`config.mk`:
```
export PLATFORM = sky130hd
export DESIGN_NAME = ddr2_init_seq
export DESIGN_NICKNAME = d
export VERILOG_FILES = /design/src/rtl/ddr2_pkg.sv /design/src/rtl/ddr2_cmd_timer.sv /design/src/rtl/ddr2_init_seq.sv
export SDC_FILE = /design/constraint.sdc
export NUM_CORES = 1
export LEC_CHECK = 0
export CAP_MARGIN = 10
export CORE_MARGIN = 5
export CORE_UTILIZATION = 50
export CTS_BUF_LIST = sky130_fd_sc_hd__clkbuf_8
export DETAILED_ROUTE_END_ITERATION = 8
export PLACE_DENSITY = 0.73
export SLEW_MARGIN = 20
export SYNTH_ARGS = -nofsm -noshare
export SYNTH_HDL_FRONTEND = slang
export SYNTH_SLANG_ARGS = --single-unit
```
`constraint.sdc`:
```
create_clock -name clk -period 1.9 [get_ports clk]
set_input_delay 0.285 -clock clk [delete_from_list [all_inputs] [get_ports clk]]
set_output_delay 0.285 -clock clk [all_outputs]
set_load 0.005 [all_outputs]
```
`src/rtl/ddr2_pkg.sv`:
```
`default_nettype none
// ============================================================================
// Module      : ddr2_pkg
// Description : Shared DDR2 command encodings, mode-register selects and
//               address bit positions.
// Revision    : 1.0
// ============================================================================
package ddr2_pkg;

    // {cs_n, ras_n, cas_n, we_n}
    localparam logic [3:0] CMD_NOP  = 4'b0111;
    localparam logic [3:0] CMD_PRE  = 4'b0010;
    localparam logic [3:0] CMD_AREF = 4'b0001;
    localparam logic [3:0] CMD_LM   = 4'b0000;

    // Encoding equals the bank address used to load each register
    typedef enum logic [1:0] {
        SEL_MR   = 2'd0,
        SEL_EMR1 = 2'd1,
        SEL_EMR2 = 2'd2,
        SEL_EMR3 = 2'd3
    } mr_sel_e;

    localparam int A8_DLL_RST = 8;
    localparam int A10_AP     = 10;
    localparam int A9_7_OCD   = 7;
    localparam int OCD_W      = 3;

    function automatic int max2(input int a, input int b);
        return (a > b) ? a : b;
    endfunction

endpackage
`default_nettype wire

```
`src/rtl/ddr2_cmd_timer.sv`:
```
`default_nettype none
// ============================================================================
// Module      : ddr2_cmd_timer
// Description : Loadable down-counter with zero flag for command spacing.
// Revision    : 1.0
// ============================================================================
module ddr2_cmd_timer #(
    parameter int WIDTH = 8
) (
    input  logic             clk,
    input  logic             rst_n,
    input  logic             i_load,
    input  logic [WIDTH-1:0] i_load_val,
    output logic             o_zero
);

    logic [WIDTH-1:0] r_cnt;

    always_ff @(posedge clk or negedge rst_n) begin
        if (!rst_n) begin
            r_cnt <= '0;
        end else if (i_load) begin
            r_cnt <= i_load_val;
        end else if (r_cnt != '0) begin
            r_cnt <= r_cnt - 1'b1;
        end
    end

    assign o_zero = (r_cnt == '0);

endmodule
`default_nettype wire

```
`src/rtl/ddr2_init_seq.sv`:
```
`default_nettype none
// ============================================================================
// Module      : ddr2_init_seq
// Description : DDR2 power-up initialisation sequencer with runtime
//               mode-register update channel and re-initialisation.
// Revision    : 1.0
// ============================================================================
module ddr2_init_seq
    import ddr2_pkg::*;
#(
    parameter int                   BA_BITS    = 3,
    parameter int                   ADDR_BITS  = 14,
    parameter int                   RANKS      = 1,
    parameter int                   T_PWR_CYC  = 40000,
    parameter int                   T_CKE_CYC  = 100,
    parameter int                   T_RP_CYC   = 3,
    parameter int                   T_MRD_CYC  = 2,
    parameter int                   T_RFC_CYC  = 26,
    parameter int                   T_DLLK_CYC = 200,
    parameter logic [ADDR_BITS-1:0] MR_INIT    = 'h0432,
    parameter logic [ADDR_BITS-1:0] EMR1_INIT  = 'h0008,
    parameter logic [ADDR_BITS-1:0] EMR2_INIT  = '0,
    parameter logic [ADDR_BITS-1:0] EMR3_INIT  = '0
) (
    input  logic                 clk,
    input  logic                 rst_n,
    input  logic                 i_init_start,
    input  logic                 i_upd_req,
    input  logic [1:0]           i_upd_sel,
    input  logic [ADDR_BITS-1:0] i_upd_val,
    output logic                 o_upd_ack,
    output logic                 o_init_cke,
    output logic [RANKS-1:0]     o_init_cs_n,
    output logic [3:0]           o_init_cmd,
    output logic [BA_BITS-1:0]   o_init_ba,
    output logic [ADDR_BITS-1:0] o_init_addr,
    output logic                 o_init_done,
    output logic                 o_busy
);

    localparam int T_MAX = max2(max2(max2(T_PWR_CYC, T_CKE_CYC), max2(T_RP_CYC, T_MRD_CYC)),
                                max2(T_RFC_CYC, T_DLLK_CYC));
    localparam int TW = (T_MAX > 1) ? $clog2(T_MAX) : 1;
    localparam int DW = (T_DLLK_CYC > 0) ? $clog2(T_DLLK_CYC + 1) : 1;

    localparam logic [DW-1:0]        DLLK_MAX  = DW'(T_DLLK_CYC);
    localparam logic [3:0]           NUM_STEPS = 4'd11;
    localparam logic [ADDR_BITS-1:0] ADDR_A10  = ADDR_BITS'(1) << A10_AP;

    typedef enum logic [2:0] {
        S_IDLE    = 3'd0,
        S_PWR     = 3'd1,
        S_CKE     = 3'd2,
        S_SEQ     = 3'd3,
        S_DONE    = 3'd4,
        S_UPD_PRE = 3'd5,
        S_UPD_LM  = 3'd6
    } state_e;

    state_e                r_state;
    logic [3:0]            r_step;
    logic [DW-1:0]         r_dllk;
    logic                  r_cke;
    logic [RANKS-1:0]      r_cs_n;
    logic [3:0]            r_cmd;
    logic [BA_BITS-1:0]    r_ba;
    logic [ADDR_BITS-1:0]  r_addr;
    logic                  r_done;
    logic                  r_busy;
    logic                  r_upd_ack;
    logic [ADDR_BITS-1:0]  r_mr;
    logic [ADDR_BITS-1:0]  r_emr1;
    logic [ADDR_BITS-1:0]  r_emr2;
    logic [ADDR_BITS-1:0]  r_emr3;

    logic [3:0]            w_cmd;
    logic [BA_BITS-1:0]    w_ba;
    logic [ADDR_BITS-1:0]  w_addr;
    logic [TW-1:0]         w_gap;
    logic                  w_dll_rst;
    logic                  w_tmr_load;
    logic [TW-1:0]         w_tmr_val;
    logic                  w_tmr_zero;
    logic                  w_dllk_ok;
    logic                  w_upd_go;

    ddr2_cmd_timer #(
        .WIDTH (TW)
    ) u_gap_timer (
        .clk        (clk),
        .rst_n      (rst_n),
        .i_load     (w_tmr_load),
        .i_load_val (w_tmr_val),
        .o_zero     (w_tmr_zero)
    );

    assign w_dllk_ok = (int'(r_dllk) + 1) >= T_DLLK_CYC;
    // The ack cycle still sees the old request; do not restart on it
    assign w_upd_go  = i_upd_req && !r_upd_ack;

    // Init command table indexed by step
    always_comb begin
        w_cmd     = CMD_NOP;
        w_ba      = r_ba;
        w_addr    = '0;
        w_gap     = TW'(T_MRD_CYC - 1);
        w_dll_rst = 1'b0;
        case (r_step)
            4'd0, 4'd5: begin
                w_cmd  = CMD_PRE;
                w_ba   = '0;
                w_addr = ADDR_A10;
                w_gap  = TW'(T_RP_CYC - 1);
            end
            4'd1: begin
                w_cmd      = CMD_LM;
                w_ba       = '0;
                w_ba[1:0]  = SEL_EMR2;
                w_addr     = r_emr2;
            end
            4'd2: begin
                w_cmd      = CMD_LM;
                w_ba       = '0;
                w_ba[1:0]  = SEL_EMR3;
                w_addr     = r_emr3;
            end
            4'd3: begin
                w_cmd      = CMD_LM;
                w_ba       = '0;
                w_ba[1:0]  = SEL_EMR1;
                w_addr     = r_emr1;
                w_addr[0]  = 1'b0;
            end
            4'd4: begin
                w_cmd              = CMD_LM;
                w_ba               = '0;
                w_ba[1:0]          = SEL_MR;
                w_addr             = r_mr;
                w_addr[A8_DLL_RST] = 1'b1;
                w_dll_rst          = 1'b1;
            end
            4'd6, 4'd7: begin
                w_cmd = CMD_AREF;
                w_gap = TW'(T_RFC_CYC - 1);
            end
            4'd8: begin
                w_cmd              = CMD_LM;
                w_ba               = '0;
                w_ba[1:0]          = SEL_MR;
                w_addr             = r_mr;
                w_addr[A8_DLL_RST] = 1'b0;
            end
            4'd9: begin
                w_cmd                     = CMD_LM;
                w_ba                      = '0;
                w_ba[1:0]                 = SEL_EMR1;
                w_addr                    = r_emr1;
                w_addr[A9_7_OCD +: OCD_W] = '1;
            end
            4'd10: begin
                w_cmd                     = CMD_LM;
                w_ba                      = '0;
                w_ba[1:0]                 = SEL_EMR1;
                w_addr                    = r_emr1;
                w_addr[A9_7_OCD +: OCD_W] = '0;
            end
            default: ;
        endcase
    end

    always_comb begin
        w_tmr_load = 1'b0;
        w_tmr_val  = '0;
        case (r_state)
            S_IDLE: begin
                if (i_init_start) begin
                    w_tmr_load = 1'b1;
                    w_tmr_val  = TW'(T_PWR_CYC - 1);
                end
            end
            S_PWR: begin
                if (w_tmr_zero) begin
                    w_tmr_load = 1'b1;
                    w_tmr_val  = TW'(T_CKE_CYC - 1);
                end
            end
            S_CKE: begin
                if (w_tmr_zero) begin
                    w_tmr_load = 1'b1;
                    w_tmr_val  = w_gap;
                end
            end
            S_SEQ: begin
                if (w_tmr_zero && (r_step != NUM_STEPS)) begin
                    w_tmr_load = 1'b1;
                    w_tmr_val  = w_gap;
                end
            end
            S_DONE: begin
                if (i_init_start) begin
                    w_tmr_load = 1'b1;
                    w_tmr_val  = TW'(T_PWR_CYC - 1);
                end else if (w_upd_go) begin
                    w_tmr_load = 1'b1;
                    w_tmr_val  = TW'(T_RP_CYC - 1);
                end
            end
            S_UPD_PRE: begin
                if (w_tmr_zero) begin
                    w_tmr_load = 1'b1;
                    w_tmr_val  = TW'(T_MRD_CYC - 1);
                end
            end
            default: ;
        endcase
    end

    always_ff @(posedge clk or negedge rst_n) begin
        if (!rst_n) begin
            r_state   <= S_IDLE;
            r_step    <= '0;
            r_dllk    <= '0;
            r_cke     <= 1'b0;
            r_cs_n    <= '1;
            r_cmd     <= CMD_NOP;
            r_ba      <= '0;
            r_addr    <= '0;
            r_done    <= 1'b0;
            r_busy    <= 1'b0;
            r_upd_ack <= 1'b0;
            r_mr      <= MR_INIT;
            r_emr1    <= EMR1_INIT;
            r_emr2    <= EMR2_INIT;
            r_emr3    <= EMR3_INIT;
        end else begin
            r_cmd     <= CMD_NOP;
            r_cs_n    <= '1;
            r_addr    <= '0;
            r_upd_ack <= 1'b0;
            if (r_dllk != DLLK_MAX) begin
                r_dllk <= r_dllk + 1'b1;
            end

            case (r_state)
                S_IDLE: begin
                    if (i_init_start) begin
                        r_busy  <= 1'b1;
                        r_step  <= '0;
                        r_state <= S_PWR;
                    end
                end
                S_PWR: begin
                    if (w_tmr_zero) begin
                        r_cke   <= 1'b1;
                        r_state <= S_CKE;
                    end
                end
                S_CKE, S_SEQ: begin
                    if (w_tmr_zero) begin
                        if (r_step == NUM_STEPS) begin
                            if (w_dllk_ok) begin
                                r_done  <= 1'b1;
                                r_busy  <= 1'b0;
                                r_state <= S_DONE;
                            end
                        end else begin
                            r_cmd   <= w_cmd;
                            r_cs_n  <= {RANKS{w_cmd[3]}};
                            r_ba    <= w_ba;
                            r_addr  <= w_addr;
                            r_step  <= r_step + 4'd1;
                            r_state <= S_SEQ;
                            if (w_dll_rst) begin
                                r_dllk <= '0;
                            end
                        end
                    end
                end
                S_DONE: begin
                    if (i_init_start) begin
                        r_done  <= 1'b0;
                        r_cke   <= 1'b0;
                        r_busy  <= 1'b1;
                        r_step  <= '0;
                        r_state <= S_PWR;
                    end else if (w_upd_go) begin
                        r_busy  <= 1'b1;
                        r_cmd   <= CMD_PRE;
                        r_cs_n  <= '0;
                        r_ba    <= '0;
                        r_addr  <= ADDR_A10;
                        r_state <= S_UPD_PRE;
                    end
                end
                S_UPD_PRE: begin
                    if (w_tmr_zero) begin
                        r_cmd   <= CMD_LM;
                        r_cs_n  <= '0;
                        r_ba    <= BA_BITS'(i_upd_sel);
                        r_addr  <= i_upd_val;
                        r_state <= S_UPD_LM;
                        case (mr_sel_e'(i_upd_sel))
                            SEL_MR:   r_mr   <= i_upd_val;
                            SEL_EMR1: r_emr1 <= i_upd_val;
                            SEL_EMR2: r_emr2 <= i_upd_val;
                            default:  r_emr3 <= i_upd_val;
                        endcase
                    end
                end
                S_UPD_LM: begin
                    if (w_tmr_zero) begin
                        r_upd_ack <= 1'b1;
                        r_busy    <= 1'b0;
                        r_state   <= S_DONE;
                    end
                end
                default: r_state <= S_IDLE;
            endcase
        end
    end

    assign o_upd_ack   = r_upd_ack;
    assign o_init_cke  = r_cke;
    assign o_init_cs_n = r_cs_n;
    assign o_init_cmd  = r_cmd;
    assign o_init_ba   = r_ba;
    assign o_init_addr = r_addr;
    assign o_init_done = r_done;
    assign o_busy      = r_busy;

endmodule
`default_nettype wire

```
* After elaboration in Yosys (flattened, before gate mapping) *
Index checks and enable logic that the tools add are counted.
W data, S select, Z words.

storage, ports and cells
  output and inout port bits = 26
  logic and storage cells = 171
  register bits = 113

cells by class
  reduce and logical (&&, ||, !) cells = 33
  equality and inequality tests = 36
  mux-type cells = 80
  $add $sub $neg = 4
  order comparisons = 1
  bitwise logic cells = 1

operators by type and width
  operator                 number
  $pmux W14 S8             1
  $mux W16                 6
  $pmux W16 S6             1
  $mux W3                  17
  $mux W14                 3
  $pmux W14 S3             1
  $mux W8                  5
  $mux W1                  25
  $mux W11                 2
  $ne A2 B2 Y1 const B     11
  $reduce_and A7 Y1        3
  $mux W4                  5
  $pmux W3 S3              2
  $pmux W3 S6              1
  $eq A4 B3 Y1 const B     4
  $eq A4 B4 Y1 const B     4
  $logic_not A16 Y1        1
  $reduce_bool A16 Y1      1
  $sub A16 B1 Y16 const B  1
  $reduce_and A3 Y1        5
  $pmux W3 S4              1
  $pmux W4 S3              1
  $pmux W5 S2              1
  $add A8 B1 Y9 const B    1
  36 further kinds         52

* Longest topological paths before layout *
Gate-level depths: netlist of the first run.

  depth in word-level cells = 6
  mapped depth = 9
  gate-level depth less buffers = 7

* By module *
From an unflattened synthesis of the first run, not the netlist that was laid out.

second synthesis, totals
  cell total of the unflattened synthesis = 513
  area, all modules = 5594.1 um2

modules (own cells, without submodules)
  module          instances  sequential area each (um2)  cells each  area each (um2)
  ddr2_init_seq   1          2363.5                      409         4588.2
  ddr2_cmd_timer  1          400.4                       104         1006.0

* Worst setup path before layout of the first run *
No wires, ideal clock.

  path type = register to register
  start point = register u_gap_timer.r_cnt[0]
  end point = register r_mr[11]
  cell stages (with the launch flop) = 8
  required time = 1.775 ns
  clock period less this slack = 2.088 ns
  arrival time = 1.963 ns
  path buffers = 1
  setup slack = -0.188 ns
  cell sequence = dfrtp_1 inv_1 ha_1 nor3b_1 nand4_2 nor4_2 buf_2 mux2_2

between the ends
  cells in the longest elaborated chain, start to end = 2

ends and longest elaborated chain
  what                                RTL line              text
  start: declaration                  ddr2_cmd_timer.sv:17  logic [WIDTH-1:0] r_cnt;
  start signal: assignment            ddr2_cmd_timer.sv:23  r_cnt <= i_load_val;
  start signal: assignment            ddr2_cmd_timer.sv:25  r_cnt <= r_cnt - 1'b1;
  $logic_not A16 Y1                   ddr2_cmd_timer.sv:29  assign o_zero = (r_cnt == '0);
  $reduce_and A3 Y1 (no source line)  n/a
  end signal: assignment              ddr2_init_seq.sv:303  SEL_MR: r_mr <= i_upd_val;
  end: declaration                    ddr2_init_seq.sv:71   logic [ADDR_BITS-1:0] r_mr;

Every way passes these cells.
A chain may end at the register's enable or synchronous reset.

* Worst setup path after layout of the first run *
  start point = register u_gap_timer.r_cnt[13]
  end point = register r_emr3[9]

between the ends
  cells in the longest elaborated chain, start to end = 2

ends and longest elaborated chain
  what                                RTL line              text
  $logic_not A16 Y1                   ddr2_cmd_timer.sv:29
  $reduce_and A3 Y1 (no source line)  n/a
  end signal: assignment              ddr2_init_seq.sv:306  default: r_emr3 <= i_upd_val;
  end: declaration                    ddr2_init_seq.sv:74   logic [ADDR_BITS-1:0] r_emr3;

Every way passes these cells.

==> metrics, run 1 <==
antenna diode instance count 0; Final setup viols 33; Mapped Cells 504; area delta synth->final 33.9%; max-cap viol count 0; GP Congestion 0.929; Detailed Place HPWL 9.99 mm; setup slack, reg-to-reg -0.06 ns; Fill cells 783; crit path time final 1.96 ns; final worst setup slack -0.0615 ns; CORE AREA 10800 µm²; DRC Markers 0; Yosys reg bits 110; failing checks negative setup slack; Sink Count 110; outcome finished, violations left; Synth Flop Type dfrtp_1; max-slew violation count 0; Post-synth EDFFs 0; Hold Vio Cnt, Final 0; Die Area 13300 µm²; via count 4623; Cell variety after synth 67; CP max FO 14; CP max-delay cell dfrtp_2; critical path arrival 2.25 ns; P per Cell Area 742 nW/µm²; first-pass GRT wire length 24.3 mm; Clock transition at path regs 0.10 ns; CP Capture Type flip-flop; Async SR Flop Fraction 100%; Initial Util 51.0%; total gr overflow 0; Tcrit/Tclk final 103%; worst slack, placed -0.112 ns; FF-to-FF Start u_gap_timer.r_cnt[13]$_DFFE_PN0P_; reg2reg end r_emr3[9]$_DFFE_PN0P_; CP Capture Point r_emr3[9]$_DFFE_PN0P_; all-layer global routing usage 23.1%; initial drt markers 375; final non-filler cell total 772; Setup Skew 0.0138 ns; I/O pins 46; synth warn 0; unrepaired setup endpoints after global routing yes; CTS Buf Count 9; Root Buffer clkbuf_8; Via density 5.99; WHS 0.345 ns; Worst VDD drop 0.000663 V; Mean Syn Cell Area 11.0 µm²; Final Net Count 655; TritonCTS clock tree done; Initial DRT Pass Iterations 5; largest net degree at the start of global routing 45; Netlist Area Pre-Place 5530 µm²; final WL 14.9 mm; DP Cell Count 742; Total Power 5.49 mW; CP cell instances nor4_4, nand4_4, buf_4, nor2_4, nand2_8, mux2_4; Critical Path Source Type flip-flop; Hold Crit Class in2async; IO buf count 43; die height 115 µm; Pleak 3.27 nW; WS Path Type reg2reg; initial antenna violation count 0; WL/cell 19.3 µm; Largest stage delay, worst path 0.46 ns; Clock Latency Late Sink 0.39 ns; Antenna Violating Nets Remaining 0; Critical Path RT 2.18 ns; num rows 38; Critical Path Start u_gap_timer.r_cnt[13]$_DFFE_PN0P_; layout cells sized above 1 37.0%; max frequency 0.510 GHz; clock buffer depth 2; Die X 115 µm; sequential area share after synthesis 50.0%; H-tree depth 3; vias in the first global route 4818; FF-to-FF path depth 6
==> report_power, final <==
part / switching [mW] / internal (mW) / total [mW]
Combinational: 0.740 / 0.735 / 1.48
Sequential: 0.227 / 2.51 / 2.74
Clock: 0.809 / 0.471 / 1.28
Total: 1.78 / 3.72 / 5.49
==> how the worst min path moves through the flow <==
| stage | start | endpoint | slack, ns | depth (start not counted) |
|---|---|---|---|---|
| 6_report | rst_n | r_dllk[3]$_DFF_PN0_ | 0.35 | 2 |
| 5_1_grt | rst_n | r_dllk[3]$_DFF_PN0_ | 0.37 | 2 |
| 4_1_cts | rst_n | o_init_addr[8]$_DFF_PN0_ | 0.34 | 2 |
| 3_5_place_dp | rst_n | r_dllk[3]$_DFF_PN0_ | 0.23 | 1 |
| 3_3_place_gp | rst_n | r_dllk[3]$_DFF_PN0_ | 0.23 | 1 |
| 2_1_floorplan | rst_n | o_busy$_DFFE_PN0P_ | -0.01 | 0 |
==> state kept, by name, indices dropped and copies added, names as in the netlist <==
name,flops
o_init_cke,1
r_state,3
r_emr3,14
r_emr1,14
u_gap_timer.r_cnt,16
r_dllk,8
r_step,4
r_mr,13
o_init_addr,14
o_init_cs_n,1
o_upd_ack,1
o_init_done,1
o_init_ba,2
o_init_cmd,3
o_busy,1
r_emr2,14
==> Yosys cell counts, types with 4 or more instances <==
| library cell | count | share of area (%) |
|---|---|---|
| a211oi_1 | 5 | 0.68 |
| a21oi_1 | 14 | 1.3 |
| a222oi_1 | 10 | 1.8 |
| a22o_1 | 10 | 1.6 |
| a31oi_1 | 6 | 0.68 |
| buf_2 | 6 | 0.54 |
| clkbuf_1 | 20 | 1.4 |
| dfrtp_1 | 101 | 46 |
| dfstp_2 | 9 | 4.3 |
| ha_1 | 8 | 1.8 |
| inv_1 | 11 | 0.75 |
| mux2_2 | 46 | 9.4 |
| mux2_4 | 8 | 2.2 |
| nand2_1 | 37 | 2.5 |
| nand2b_1 | 6 | 0.68 |
| nand3_1 | 12 | 1.1 |
| nor2_1 | 31 | 2.1 |
| nor2b_1 | 4 | 0.45 |
| nor3_1 | 10 | 0.91 |
| nor4_1 | 5 | 0.57 |
| o21a_1 | 5 | 0.68 |
| o21ai_0 | 44 | 4.0 |
| or3_1 | 5 | 0.57 |
| xnor2_1 | 18 | 2.9 |
==> area by class of cell <==
class	count	area, µm²	area share (%)
clock buffer	9	124	1.67
timing repair buffer	141	1280	17.3
clock inverter	7	43.8	0.592
inverter	12	45.0	0.609
multi-input combinational	353	2960	40.1
tap	140	175	2.37
sequential	110	2770	37.4
==> metal layers <==
metal	vias to the layer above	part of all wire (%)	track usage (%)
met5	-	0	0
met1	2335	44	32.8
met4	0	2.0	8.61
met3	21	5.7	2.95
li1	2092	-	-
met2	175	48	36.4
==> logic make-up after synthesis <==
logic type	Yosys count	synth area share (%)
AOI/OAI and AO/OA	120	14.6
xor gates and xnor gates	21	3.33
adders and majority gates	9	1.99
buffers and inverters	42	3.33
DFF	110	50.0
muxes	59	12.5
other	1	0.0678
and+or+nand+nor	142	14.2
==> per-stage QoR <==
stage | TNS, ns | utilization, % | instance area, µm²
floorplan | -0.299 | - | 5620
detailed placement | -3.58 | 62.4 | 6770
finish | -0.947 | 68.3 | 7400
CTS | -1.15 | 65.7 | 7120
global route | -7.65 | 68.3 | 7400
global placement | -1.02 | 62.4 | 6770
==> critical path, delay by kind of cell (launching register included) <==
kind / cells / cell delay, ns
and+or+nand+nor: 4 / 0.86
muxes: 1 / 0.32
buffers and inverters: 1 / 0.20
DFF: 1 / 0.46
==> timing repair <==
| item | in CTS | in global routing |
|---|---|---|
| buffers inserted | 5 | 6 |
| gates cloned | 2 | 1 |
| hold endpoints to repair | 20 | 0 |
| hold buffers | 1 | 0 |
| resized for setup | 34 | 74 |
| pin swaps | 10 | 11 |
| setup endpoints to repair | 81 | 96 |
==> cells in the final DEF (no fill, tap or decap), types with 6 or more instances in the layout <==
cell / netlist / layout
a21oi_1: 14 / 14
a222oi_1: 10 / 10
a22o_1: 10 / 10
a31oi_1: 6 / 6
buf_12: 0 / 6
buf_4: 3 / 81
buf_6: 1 / 9
clkbuf_8: 0 / 9
clkdlybuf4s50_1: 0 / 42
dfrtp_1: 101 / 97
dfstp_2: 9 / 9
inv_1: 11 / 10
mux2_2: 46 / 20
mux2_4: 8 / 36
nand2_1: 37 / 33
nand3_1: 12 / 12
nor2_1: 31 / 30
nor3_1: 10 / 7
o21ai_0: 44 / 29
o21ai_2: 0 / 11
xnor2_1: 18 / 18
Note: power is estimated with default switching activity, not from simulation.
==> inputs of run 2 (changes only) <==
CTS_CLUSTER_SIZE = 12   (was not set)
==> results of run 2 <==
No change in the layout: final DEF, timing and power equal those of run 1.
